## src/rtl/motor_commander_pkg.sv

```systemverilog
// Shared types and constants for motor_commander: FSM states, command word
// layout, report tag values and small helpers used by the top level.
package motor_commander_pkg;

    typedef enum logic [2:0] {
        S_IDLE  = 3'd0,
        S_ISSUE = 3'd1,
        S_RUN   = 3'd2,
        S_STOP  = 3'd3,
        S_DRAIN = 3'd4
    } state_e;

    localparam logic [3:0] TAG_OVF = 4'hF;
    localparam logic [3:0] TAG_MAX = 4'd14;

    localparam int PWM_W        = 11;
    localparam int CMD_PWM1_LSB = 0;
    localparam int CMD_DIR0_BIT = 11;
    localparam int CMD_PWM2_LSB = 12;
    localparam int CMD_DIR1_BIT = 23;

    function automatic logic [3:0] tag_next(input logic [3:0] t);
        return (t == TAG_MAX) ? 4'd0 : t + 4'd1;
    endfunction

    function automatic logic [23:0] pack_cmd(input logic [1:0] dir,
                                             input logic [PWM_W-1:0] pwm1,
                                             input logic [PWM_W-1:0] pwm2);
        logic [23:0] w;
        w = '0;
        w[CMD_PWM1_LSB +: PWM_W] = pwm1;
        w[CMD_DIR0_BIT]          = dir[0];
        w[CMD_PWM2_LSB +: PWM_W] = pwm2;
        w[CMD_DIR1_BIT]          = dir[1];
        return w;
    endfunction

    // Next ramp value: one step above the current PWM, never beyond the target.
    function automatic logic [PWM_W-1:0] ramp_next(input logic [PWM_W-1:0] cur,
                                                   input logic [PWM_W-1:0] tgt,
                                                   input logic [PWM_W-1:0] step);
        logic [PWM_W:0] sum;
        sum = {1'b0, cur} + {1'b0, step};
        return (sum >= {1'b0, tgt}) ? tgt : sum[PWM_W-1:0];
    endfunction

endpackage

```

## src/rtl/motor_commander_odo.sv

```systemverilog
// motor_odo_acc: one wheel's odometer, a 12-bit report count added into a
// 16-bit saturating accumulator, plus the "distance reached" compare.
module motor_odo_acc (
    input  logic        clk,
    input  logic        rst_n,
    input  logic        clr_i,
    input  logic        add_en_i,
    input  logic [11:0] add_val_i,
    input  logic [15:0] target_i,
    output logic [15:0] odo_o,
    output logic        complete_o
);

    logic [15:0] odo_q, odo_d;
    logic [16:0] sum;

    always_comb begin
        sum   = {1'b0, odo_q} + {5'd0, add_val_i};
        odo_d = odo_q;
        if (clr_i) begin
            odo_d = '0;
        end else if (add_en_i) begin
            odo_d = sum[16] ? 16'hFFFF : sum[15:0];
        end
    end

    always_ff @(posedge clk or negedge rst_n) begin
        if (!rst_n) begin
            odo_q <= '0;
        end else begin
            odo_q <= odo_d;
        end
    end

    assign odo_o      = odo_q;
    assign complete_o = (odo_q >= target_i);

endmodule

```

## src/rtl/motor_commander.sv

```systemverilog
// motor_commander: issues rolling-tag PWM commands, accumulates tagged odometry
// reports and stops once both wheels reach distance. Ramp: MOTOR_COMMANDER_RAMP_EN.
module motor_commander
    import motor_commander_pkg::*;
#(
    parameter int unsigned POLL_CYCLES = 100000,
    parameter int unsigned RAMP_STEP   = 128
) (
    input  logic        clk,
    input  logic        rst_n,
    input  logic        mv_valid,
    output logic        mv_ready,
    input  logic [1:0]  mv_dir,
    input  logic [10:0] mv_pwm1,
    input  logic [10:0] mv_pwm2,
    input  logic [15:0] mv_dist1,
    input  logic [15:0] mv_dist2,
    input  logic        abort,
    output logic [3:0]  cmd_ctrl,
    output logic [23:0] cmd_data,
    output logic        cmd_wr,
    input  logic [3:0]  rpt_ctrl,
    input  logic [23:0] rpt_data,
    input  logic        rpt_wr,
    output logic        busy,
    output logic        done,
    output logic [15:0] odo1,
    output logic [15:0] odo2,
    output logic        tag_err,
    output logic        ovf_err,
    output logic [2:0]  dbg_state
);

    localparam int TW = (POLL_CYCLES > 1) ? $clog2(POLL_CYCLES) : 1;
    localparam logic [TW-1:0] POLL_LOAD = TW'(POLL_CYCLES - 1);
    localparam logic [10:0] STEP = 11'(RAMP_STEP);
`ifdef MOTOR_COMMANDER_RAMP_EN
    localparam bit RAMP_ON = 1'b1;
`else
    localparam bit RAMP_ON = 1'b0;
`endif

    state_e        state_q;
    logic [1:0]    dir_q;
    logic [10:0]   tgt1_q, tgt2_q, eff1_q, eff2_q;
    logic [15:0]   dist1_q, dist2_q;
    logic [3:0]    tag_q, cmd_ctrl_q;
    logic [23:0]   cmd_data_q;
    logic          cmd_wr_q, done_q, busy_q, tag_err_q, ovf_err_q, rpt_pend_q;
    logic [TW-1:0] timer_q;

    logic          rpt_take, rpt_ok, rpt_ovf, rpt_bad, acc_clr, cmp1, cmp2;
    logic [10:0]   eff1_d, eff2_d, pwm1_d, pwm2_d;

    // Report fields are valid the cycle after rpt_wr; cmd_ctrl_q is the last issued tag,
    // so a report landing on an issue cycle is matched before the tag moves on.
    always_comb begin
        rpt_take = rpt_pend_q && (state_q != S_IDLE);
        rpt_ovf  = rpt_take && (rpt_ctrl == TAG_OVF);
        rpt_ok   = rpt_take && (rpt_ctrl == cmd_ctrl_q);
        rpt_bad  = rpt_take && !rpt_ovf && !rpt_ok;
        acc_clr  = (state_q == S_IDLE) && mv_valid;
        eff1_d   = RAMP_ON ? ramp_next(eff1_q, tgt1_q, STEP) : tgt1_q;
        eff2_d   = RAMP_ON ? ramp_next(eff2_q, tgt2_q, STEP) : tgt2_q;
        pwm1_d   = cmp1 ? 11'd0 : eff1_d;
        pwm2_d   = cmp2 ? 11'd0 : eff2_d;
    end

    motor_odo_acc u_acc1 (
        .clk        (clk),
        .rst_n      (rst_n),
        .clr_i      (acc_clr),
        .add_en_i   (rpt_ok),
        .add_val_i  (rpt_data[11:0]),
        .target_i   (dist1_q),
        .odo_o      (odo1),
        .complete_o (cmp1)
    );

    motor_odo_acc u_acc2 (
        .clk        (clk),
        .rst_n      (rst_n),
        .clr_i      (acc_clr),
        .add_en_i   (rpt_ok),
        .add_val_i  (rpt_data[23:12]),
        .target_i   (dist2_q),
        .odo_o      (odo2),
        .complete_o (cmp2)
    );

    always_ff @(posedge clk or negedge rst_n) begin
        if (!rst_n) begin
            state_q    <= S_IDLE;
            dir_q      <= '0;
            tgt1_q     <= '0;
            tgt2_q     <= '0;
            eff1_q     <= '0;
            eff2_q     <= '0;
            dist1_q    <= '0;
            dist2_q    <= '0;
            tag_q      <= '0;
            cmd_ctrl_q <= '0;
            cmd_data_q <= '0;
            cmd_wr_q   <= 1'b0;
            done_q     <= 1'b0;
            busy_q     <= 1'b0;
            tag_err_q  <= 1'b0;
            ovf_err_q  <= 1'b0;
            rpt_pend_q <= 1'b0;
            timer_q    <= '0;
        end else begin
            cmd_wr_q   <= 1'b0;
            done_q     <= 1'b0;
            rpt_pend_q <= rpt_wr;
            if (rpt_bad) tag_err_q <= 1'b1;
            if (rpt_ovf) ovf_err_q <= 1'b1;
            case (state_q)
                S_IDLE: begin
                    if (mv_valid) begin
                        dir_q     <= mv_dir;
                        tgt1_q    <= mv_pwm1;
                        tgt2_q    <= mv_pwm2;
                        dist1_q   <= mv_dist1;
                        dist2_q   <= mv_dist2;
                        eff1_q    <= '0;
                        eff2_q    <= '0;
                        tag_err_q <= 1'b0;
                        ovf_err_q <= 1'b0;
                        busy_q    <= 1'b1;
                        state_q   <= S_ISSUE;
                    end
                end
                S_ISSUE: begin
                    cmd_wr_q   <= 1'b1;
                    cmd_ctrl_q <= tag_q;
                    cmd_data_q <= pack_cmd(dir_q, pwm1_d, pwm2_d);
                    tag_q      <= tag_next(tag_q);
                    eff1_q     <= eff1_d;
                    eff2_q     <= eff2_d;
                    timer_q    <= POLL_LOAD;
                    state_q    <= S_RUN;
                end
                S_RUN: begin
                    if (abort || (cmp1 && cmp2)) begin
                        state_q <= S_STOP;
                    end else if (timer_q == '0) begin
                        state_q <= S_ISSUE;
                    end else begin
                        timer_q <= timer_q - TW'(1);
                    end
                end
                S_STOP: begin
                    cmd_wr_q   <= 1'b1;
                    cmd_ctrl_q <= tag_q;
                    cmd_data_q <= pack_cmd(dir_q, 11'd0, 11'd0);
                    tag_q      <= tag_next(tag_q);
                    state_q    <= S_DRAIN;
                end
                S_DRAIN: begin
                    if (rpt_ok) begin
                        done_q  <= 1'b1;
                        busy_q  <= 1'b0;
                        state_q <= S_IDLE;
                    end
                end
                default: state_q <= S_IDLE;
            endcase
        end
    end

    assign mv_ready  = !busy_q;
    assign busy      = busy_q;
    assign done      = done_q;
    assign cmd_ctrl  = cmd_ctrl_q;
    assign cmd_data  = cmd_data_q;
    assign cmd_wr    = cmd_wr_q;
    assign tag_err   = tag_err_q;
    assign ovf_err   = ovf_err_q;
    assign dbg_state = state_q;

endmodule

```

## config.mk

```make
export PLATFORM = sky130hd
export DESIGN_NAME = motor_commander
export DESIGN_NICKNAME = d
export VERILOG_FILES = /design/src/rtl/motor_commander_pkg.sv /design/src/rtl/motor_commander_odo.sv /design/src/rtl/motor_commander.sv
export SDC_FILE = /design/constraint.sdc
export NUM_CORES = 1
export LEC_CHECK = 0
export CORE_MARGIN = 2
export CORE_UTILIZATION = 45
export CTS_CLUSTER_DIAMETER = 60
export CTS_CLUSTER_SIZE = 12
export DETAILED_ROUTE_END_ITERATION = 7
export HOLD_SLACK_MARGIN = 0.08
export PLACE_DENSITY = 0.74
export SKIP_CTS_REPAIR_TIMING = 1
export SYNTH_ARGS = -nofsm -noshare
export SYNTH_HDL_FRONTEND = slang
export SYNTH_HIERARCHICAL = 1
export SYNTH_SLANG_ARGS = --single-unit
```

## constraint.sdc

```tcl
create_clock -name clk -period 3.8 [get_ports clk]
set_input_delay 0.76 -clock clk [delete_from_list [all_inputs] [get_ports clk]]
set_output_delay 0.76 -clock clk [all_outputs]
set_load 0.01 [all_outputs]
```

# After elaboration in Yosys (flattened, before gate mapping)
# Cells that the tools add are included.
# Widths: inputs -> output; s select.
# word_totals
reg_bits	146
out_inout_bits	69
# op_classes
order_cmp	2
eq_ne	12
n_mux	30
addsub	4
n_reduce_logical	23
# ops
op	n
$mux 16	6
$pmux 24 s2	1
$add 16x12->17	2
$mux 17	2
$pmux 17 s2	1
$ge 16x16->1	2
$mux 11	2
$logic_not 17->1	1
$sub 17x1->17 const B	1
$pmux 3 s5	1
$mux 3	4
$mux 1	11
$reduce_and 3->1	3
$eq 4x4->1 const B	2
$ne 2x2->1 const B	4
$reduce_bool 2->1	4
$logic_and 1x1->1	7
$eq 3x2->1 const B	2
$add 4x1->4 const B	1
$eq 4x4->1	1
$mux 4	1
$eq 3x1->1 const B	1
$eq 3x3->1 const B	1
$logic_not 1->1	3
7 further kinds	7

# Depth between registers and ports, before layout
# depth
depth_word	9
depth_mapped	12
depth_no_buf	12

# Hierarchy
# Netlist, hierarchy kept.
# modules_own_cells
mod	cells_per_inst	n_inst	seq_area_each_um2	area_per_inst_um2
motor_commander	370	1	2852.7	4733.3
motor_odo_acc	188	2	400.4	1659.1

# Least setup slack after synthesis
# No wires, ideal clock.
# synth_timing
path_kind	register to register
start	register u_acc1.odo_q[0] (netlist: u_acc1/odo_o[0])
end	register timer_q[8]
required_ns	3.722
path_buffers	0
path_stages_with_launch	13
period_less_slack_ns	3.064
path_slack_ns	0.736
setup_time_ns	0.078
t_arrival_ns	2.986
path_cell_list	dfrtp_1 inv_1 ha_1 nand2b_1 a21o_1 a21oi_1 o21ai_0 a211o_1 a221o_1 a21o_1 or3_1 or4_1 a21oi_1
# synth_between
elab_chain_cells	5
# synth_rtl
element	line_no	text
start: declaration	motor_commander_odo.sv:14	logic [15:0] odo_q, odo_d;
start signal: assignment	motor_commander_odo.sv:31	odo_q <= odo_d;
$ge 16x16->1	motor_commander_odo.sv:36	assign complete_o = (odo_q >= target_i);
via cmp1	motor_commander.sv:52	logic rpt_take, rpt_ok, rpt_ovf, rpt_bad, acc_clr, cmp1, cmp2;
$logic_and 1x1->1	motor_commander.sv:144	if (abort || (cmp1 && cmp2)) begin
$logic_or 1x1->1	motor_commander.sv:144	
$ne 2x2->1 (no source line)	--	
$reduce_and 3->1 (no source line)	--	
end signal: assignment	motor_commander.sv:149	timer_q <= timer_q - TW'(1);
end: declaration	motor_commander.sv:50	logic [TW-1:0] timer_q;
# The timed path passes the listed nets, and every way through them passes these cells.
# A chain may end at the register's enable or synchronous reset.

# Final worst setup path
# layout_timing
start	register u_acc2.odo_q[0] (netlist: u_acc2/odo_o[0])
end	register timer_q[8]
# layout_between
elab_chain_cells	5
# layout_rtl
element	line_no
start: declaration	motor_commander_odo.sv:14
start signal: assignment	motor_commander_odo.sv:31
$ge 16x16->1	motor_commander_odo.sv:36
via cmp2	motor_commander.sv:52
$logic_and 1x1->1	motor_commander.sv:144
$logic_or 1x1->1	motor_commander.sv:144
$ne 2x2->1 (no source line)	--
$reduce_and 3->1 (no source line)	--
# The timed path passes the listed nets, and every way through them passes these cells.

==> results.yml <==
critical_path:
  cp_startpoint: "u_acc2/odo_o[0]$_DFFE_PN0P_"
  path_depth: 12
  critical-path-max-stage-delay_ns: 0.44
  timing.setup.critical_path_class: "reg -> reg"
  crit_required_ns: 4.14
  top_fanout_value_on_the_critical_path: 6
  worstPathArrival_ns: 3.75
  ff2ff_setup_slack_ns: 0.39
  critical-path-top-delay-family: "compound AO/OA/AOI/OAI gates"
  cp_slowest_cell: "sky130_fd_sc_hd__a221o_1"
  combined_buffer_and_inverter_count_along_the_critical_path: 1
  r2r.worst_path.cells: 12
  end_kind: "flop"
  critPathLaunchType: "flop"
  timing.critical_path.cells: "inv_1 -> ha_1 -> nand2b_1 -> a21o_1 -> a21oi_1 -> o21ai_0 -> a211o_1 -> a221o_1 -> a21o_1 -> or3_1 -> or4_1 -> a21oi_1"
  reg2reg_from: "u_acc2/odo_o[0]$_DFFE_PN0P_"
  reg2reg_to: "timer_q[8]$_DFFE_PN0P_"
  critical_path.endpoint: "timer_q[8]$_DFFE_PN0P_"
sta:
  worst-slew-pin-transition_ns: 0.731
  clock.fmax_ghz: 0.293
  setup-violations-final: 0
  unrepaired_setup_endpoints_after_global_routing: "false"
  setup_tns_ns: 0
  layout_worst_path_cycle_share_pct: 89.8
  final.setup_skew_ns: 0.0105
  timing_hold_violations_final: 0
  worst_slew_slack_as_a_fraction_of_its_limit_pct: 51.1
  post_layout_min_period_ns: 3.41
  slew_violations: 0
finish:
  layout-area-overhead-vs-synth_pct: 30.7
  num-fill-cells: 1476
  final-seq-area_um2: 3650
  share_of_cells_above_drive_strength_1_pct: 14.1
  num_antenna_cells: 0
  multiInputGateArea_um2: 4050
  num-nets-final: 1050
  stdcell_count: 1140
synth:
  async_set_or_reset_flop_fraction_in_the_synthesized_netlist_pct: 100
  synthCells: 746
  synth-edff-count: 0
  syn-num-nets: 894
  netlist_area_before_placement_um2: 8050
  synth_largest_area_cell: "sky130_fd_sc_hd__dfrtp_1"
  ys.flop_type: "sky130_fd_sc_hd__dfrtp_1"
  yosysSeqAreaShare_pct: 45.4
  total_of_warnings_raised_by_yosys: 6
  yosys.area.top_type_share_pct: 45.4
  netlist_top_cells_area: "sky130_fd_sc_hd__dfrtp_1, sky130_fd_sc_hd__ha_1, sky130_fd_sc_hd__mux2_2"
  syn_area_per_cell_um2: 10.8
  ys_types: 63
  synth-seq-cells: 146
grt:
  maximum_number_of_pins_on_one_net_before_global_route_repair: 62
  grt_antenna_before_repair: 0
  first_pass_grt_wire_length_mm: 31.3
  grt_pass1_vias: 6273
  grt_remaining_overflow: 0
  track_usage_pct: 21.1
detailed_routing:
  postRouteWirelength_mm: 19.1
  dr_total_vias: 6235
  detail_route.drc_violations: 0
  postRouteAntennaNets: 0
  viasPerCell: 5.47
  drt-wirelength-per-cell_um: 16.7
  dr.pass1.iters: 4
  first_iter_violations: 275
floorplan:
  floorplan.core_area_um2: 17400
  die_h_um: 138
  ioPinCount: 158
  chipWidth_um: 138
  initial_utilization_pct: 46.2
  num_rows: 48
  floorplan.die_area_um2: 19000
placed_design:
  place.detailed.instances: 1108
  half_perimeter_wire_length_after_detailed_placement_mm: 13.9
  finalWeightedCongestion: 0.942
  portBuffers: 157
status:
  outcome: "completed"
clock_network:
  cts_inserted_buffers: 17
  tritoncts_num_sinks: 146
  clk_root_buffer_cell: "sky130_fd_sc_hd__clkbuf_16"
  clock_tree.htree_level_count: 4
  tritoncts_clock_tree: "yes"
  clk_latency_ns: 0.42
  clkTransAtPathRegs_ns: 0.06
  cts-root-to-sink-buffers: 2
pwr:
  power.leakage_nw: 4.81
  highest_ir_drop_seen_on_vdd_mv: 0.373
  pwr_per_cell_area_nw_per_um2: 777
hold_path:
  holdCritPathClass: "in -> async"
run:
  max_cap_violations: 0
## metrics by stage
| stage | instance area, um^2 | hold slack, ns | power [mW] | setup WS, ns | utilization (%) |
|---|---|---|---|---|---|
| after detailed placement | 9890 | 0.472 | 6.40 | 0.394 | 56.8 |
| after global routing | 10500 | 0.365 | 8.79 | 0.133 | 60.4 |
| after floorplan | 8050 | 0.435 | 5.03 | 0.736 | - |
| after CTS | 10500 | 0.345 | 8.24 | 0.393 | 60.4 |
| final | 10500 | 0.326 | 8.18 | 0.387 | 60.4 |
| after global placement | 9890 | 0.450 | 6.30 | 0.528 | 56.8 |
## logic make-up (layout without fill, tap and decap cells)
| group | Yosys count | count (layout) | share of synthesized area, % |
|---|---|---|---|
| compound gates | 170 | 170 | 16.3 |
| xor+xnor | 24 | 24 | 2.61 |
| fa+ha+maj | 59 | 59 | 9.36 |
| buf+inv | 86 | 255 | 4.40 |
| flops | 146 | 146 | 45.4 |
| mux | 74 | 74 | 10.1 |
| simple gates | 187 | 187 | 11.9 |
## flip-flops by register name, indices dropped and copies added (netlist names), 4 cells and up
| register | cells |
|---|---|
| cmd_ctrl | 4 |
| cmd_data | 24 |
| dist1_q | 16 |
| dist2_q | 16 |
| eff1_d | 11 |
| eff2_d | 11 |
| tag_q | 4 |
| timer_q | 17 |
| u_acc1/odo_o | 16 |
| u_acc2/odo_o | 16 |
## how the worst min path moves through the flow
stage | slack, ns | start | to | cells past startpoint
after floorplan | 0.43 | dir_q[0]$_DFFE_PN0P_ | cmd_data[11]$_DFFE_PN0P_ | 2
after global placement | 0.45 | dir_q[0]$_DFFE_PN0P_ | cmd_data[11]$_DFFE_PN0P_ | 2
after detailed placement | 0.47 | cmd_data[23]$_DFFE_PN0P_ | cmd_data[23]$_DFFE_PN0P_ | 2
after CTS | 0.34 | rst_n | eff1_d[8]$_DFFE_PN0P_ | 1
after global routing | 0.37 | rst_n | dist2_q[0]$_DFFE_PN0P_ | 1
final | 0.33 | rst_n | u_acc2/odo_o[1]$_DFFE_PN0P_ | 1
## layout make-up
class,count,area share [%]
Inverter,54,1.93
Timing Repair Buffer,169,16.2
Multi-Input combinational cell,514,38.5
Clock inverter,12,1.70
Sequential cell,146,34.7
Tap cell,225,2.67
Clock buffer,20,4.34
## metal layers
metal  part of all wire [%]  vias to the layer above  routed length, um  global-route usage [%]
li1                       -                     3045                  -                       -
met2                     47                      143               9030                    33.6
met4                    1.2                        0                227                    5.73
met3                    4.5                       18                852                    4.19
met1                     47                     3029               8950                    29.3
met5                      0                        -                  0                       0
## cells in the mapped netlist (6+ instances only)
master	n
sky130_fd_sc_hd__nor2_1	58
sky130_fd_sc_hd__clkbuf_1	22
sky130_fd_sc_hd__o21bai_2	6
sky130_fd_sc_hd__nor3_1	10
sky130_fd_sc_hd__mux2_2	56
sky130_fd_sc_hd__nand4_1	10
sky130_fd_sc_hd__a21o_1	26
sky130_fd_sc_hd__a311oi_1	23
sky130_fd_sc_hd__dfrtp_1	146
sky130_fd_sc_hd__mux2i_1	18
sky130_fd_sc_hd__o21ai_0	20
sky130_fd_sc_hd__nand2_1	49
sky130_fd_sc_hd__a22o_1	22
sky130_fd_sc_hd__inv_1	53
sky130_fd_sc_hd__a21oi_1	24
sky130_fd_sc_hd__ha_1	57
sky130_fd_sc_hd__nand2b_1	10
sky130_fd_sc_hd__or4_1	6
sky130_fd_sc_hd__a31oi_1	9
sky130_fd_sc_hd__xor2_1	6
sky130_fd_sc_hd__xnor2_1	18
## cell usage in the layout, fill, tap and decap left out, types with 4 or more instances in the layout
master / count
sky130_fd_sc_hd__xor2_1: 6
sky130_fd_sc_hd__or4_1: 6
sky130_fd_sc_hd__ha_1: 57
sky130_fd_sc_hd__and3_1: 5
sky130_fd_sc_hd__bufinv_16: 4
sky130_fd_sc_hd__o21ai_0: 20
sky130_fd_sc_hd__nand3_1: 5
sky130_fd_sc_hd__nand2b_1: 10
sky130_fd_sc_hd__clkdlybuf4s50_1: 156
sky130_fd_sc_hd__a31oi_1: 9
sky130_fd_sc_hd__a21oi_1: 24
sky130_fd_sc_hd__nor2_1: 58
sky130_fd_sc_hd__a22o_1: 22
sky130_fd_sc_hd__inv_1: 53
sky130_fd_sc_hd__nand4_1: 10
sky130_fd_sc_hd__a21o_1: 26
sky130_fd_sc_hd__or3_1: 5
sky130_fd_sc_hd__xnor2_1: 18
sky130_fd_sc_hd__o21bai_2: 6
sky130_fd_sc_hd__buf_4: 9
sky130_fd_sc_hd__dfrtp_1: 146
sky130_fd_sc_hd__a211oi_1: 5
sky130_fd_sc_hd__clkbuf_16: 17
sky130_fd_sc_hd__nor4_2: 5
sky130_fd_sc_hd__mux2_2: 56
sky130_fd_sc_hd__and2_1: 5
sky130_fd_sc_hd__a311oi_1: 23
sky130_fd_sc_hd__nand2_1: 49
sky130_fd_sc_hd__mux2i_1: 18
sky130_fd_sc_hd__nor3_1: 10
sky130_fd_sc_hd__o31ai_1: 4
sky130_fd_sc_hd__nor4_1: 4
## power by group
group	internal, mW	switching [mW]	leakage, nW
Sequential	2.18	0.517	1.80
Combinational	1.92	1.77	2.71
Clock	1.14	0.665	0.303
Power figures use the tool's default switching activity.
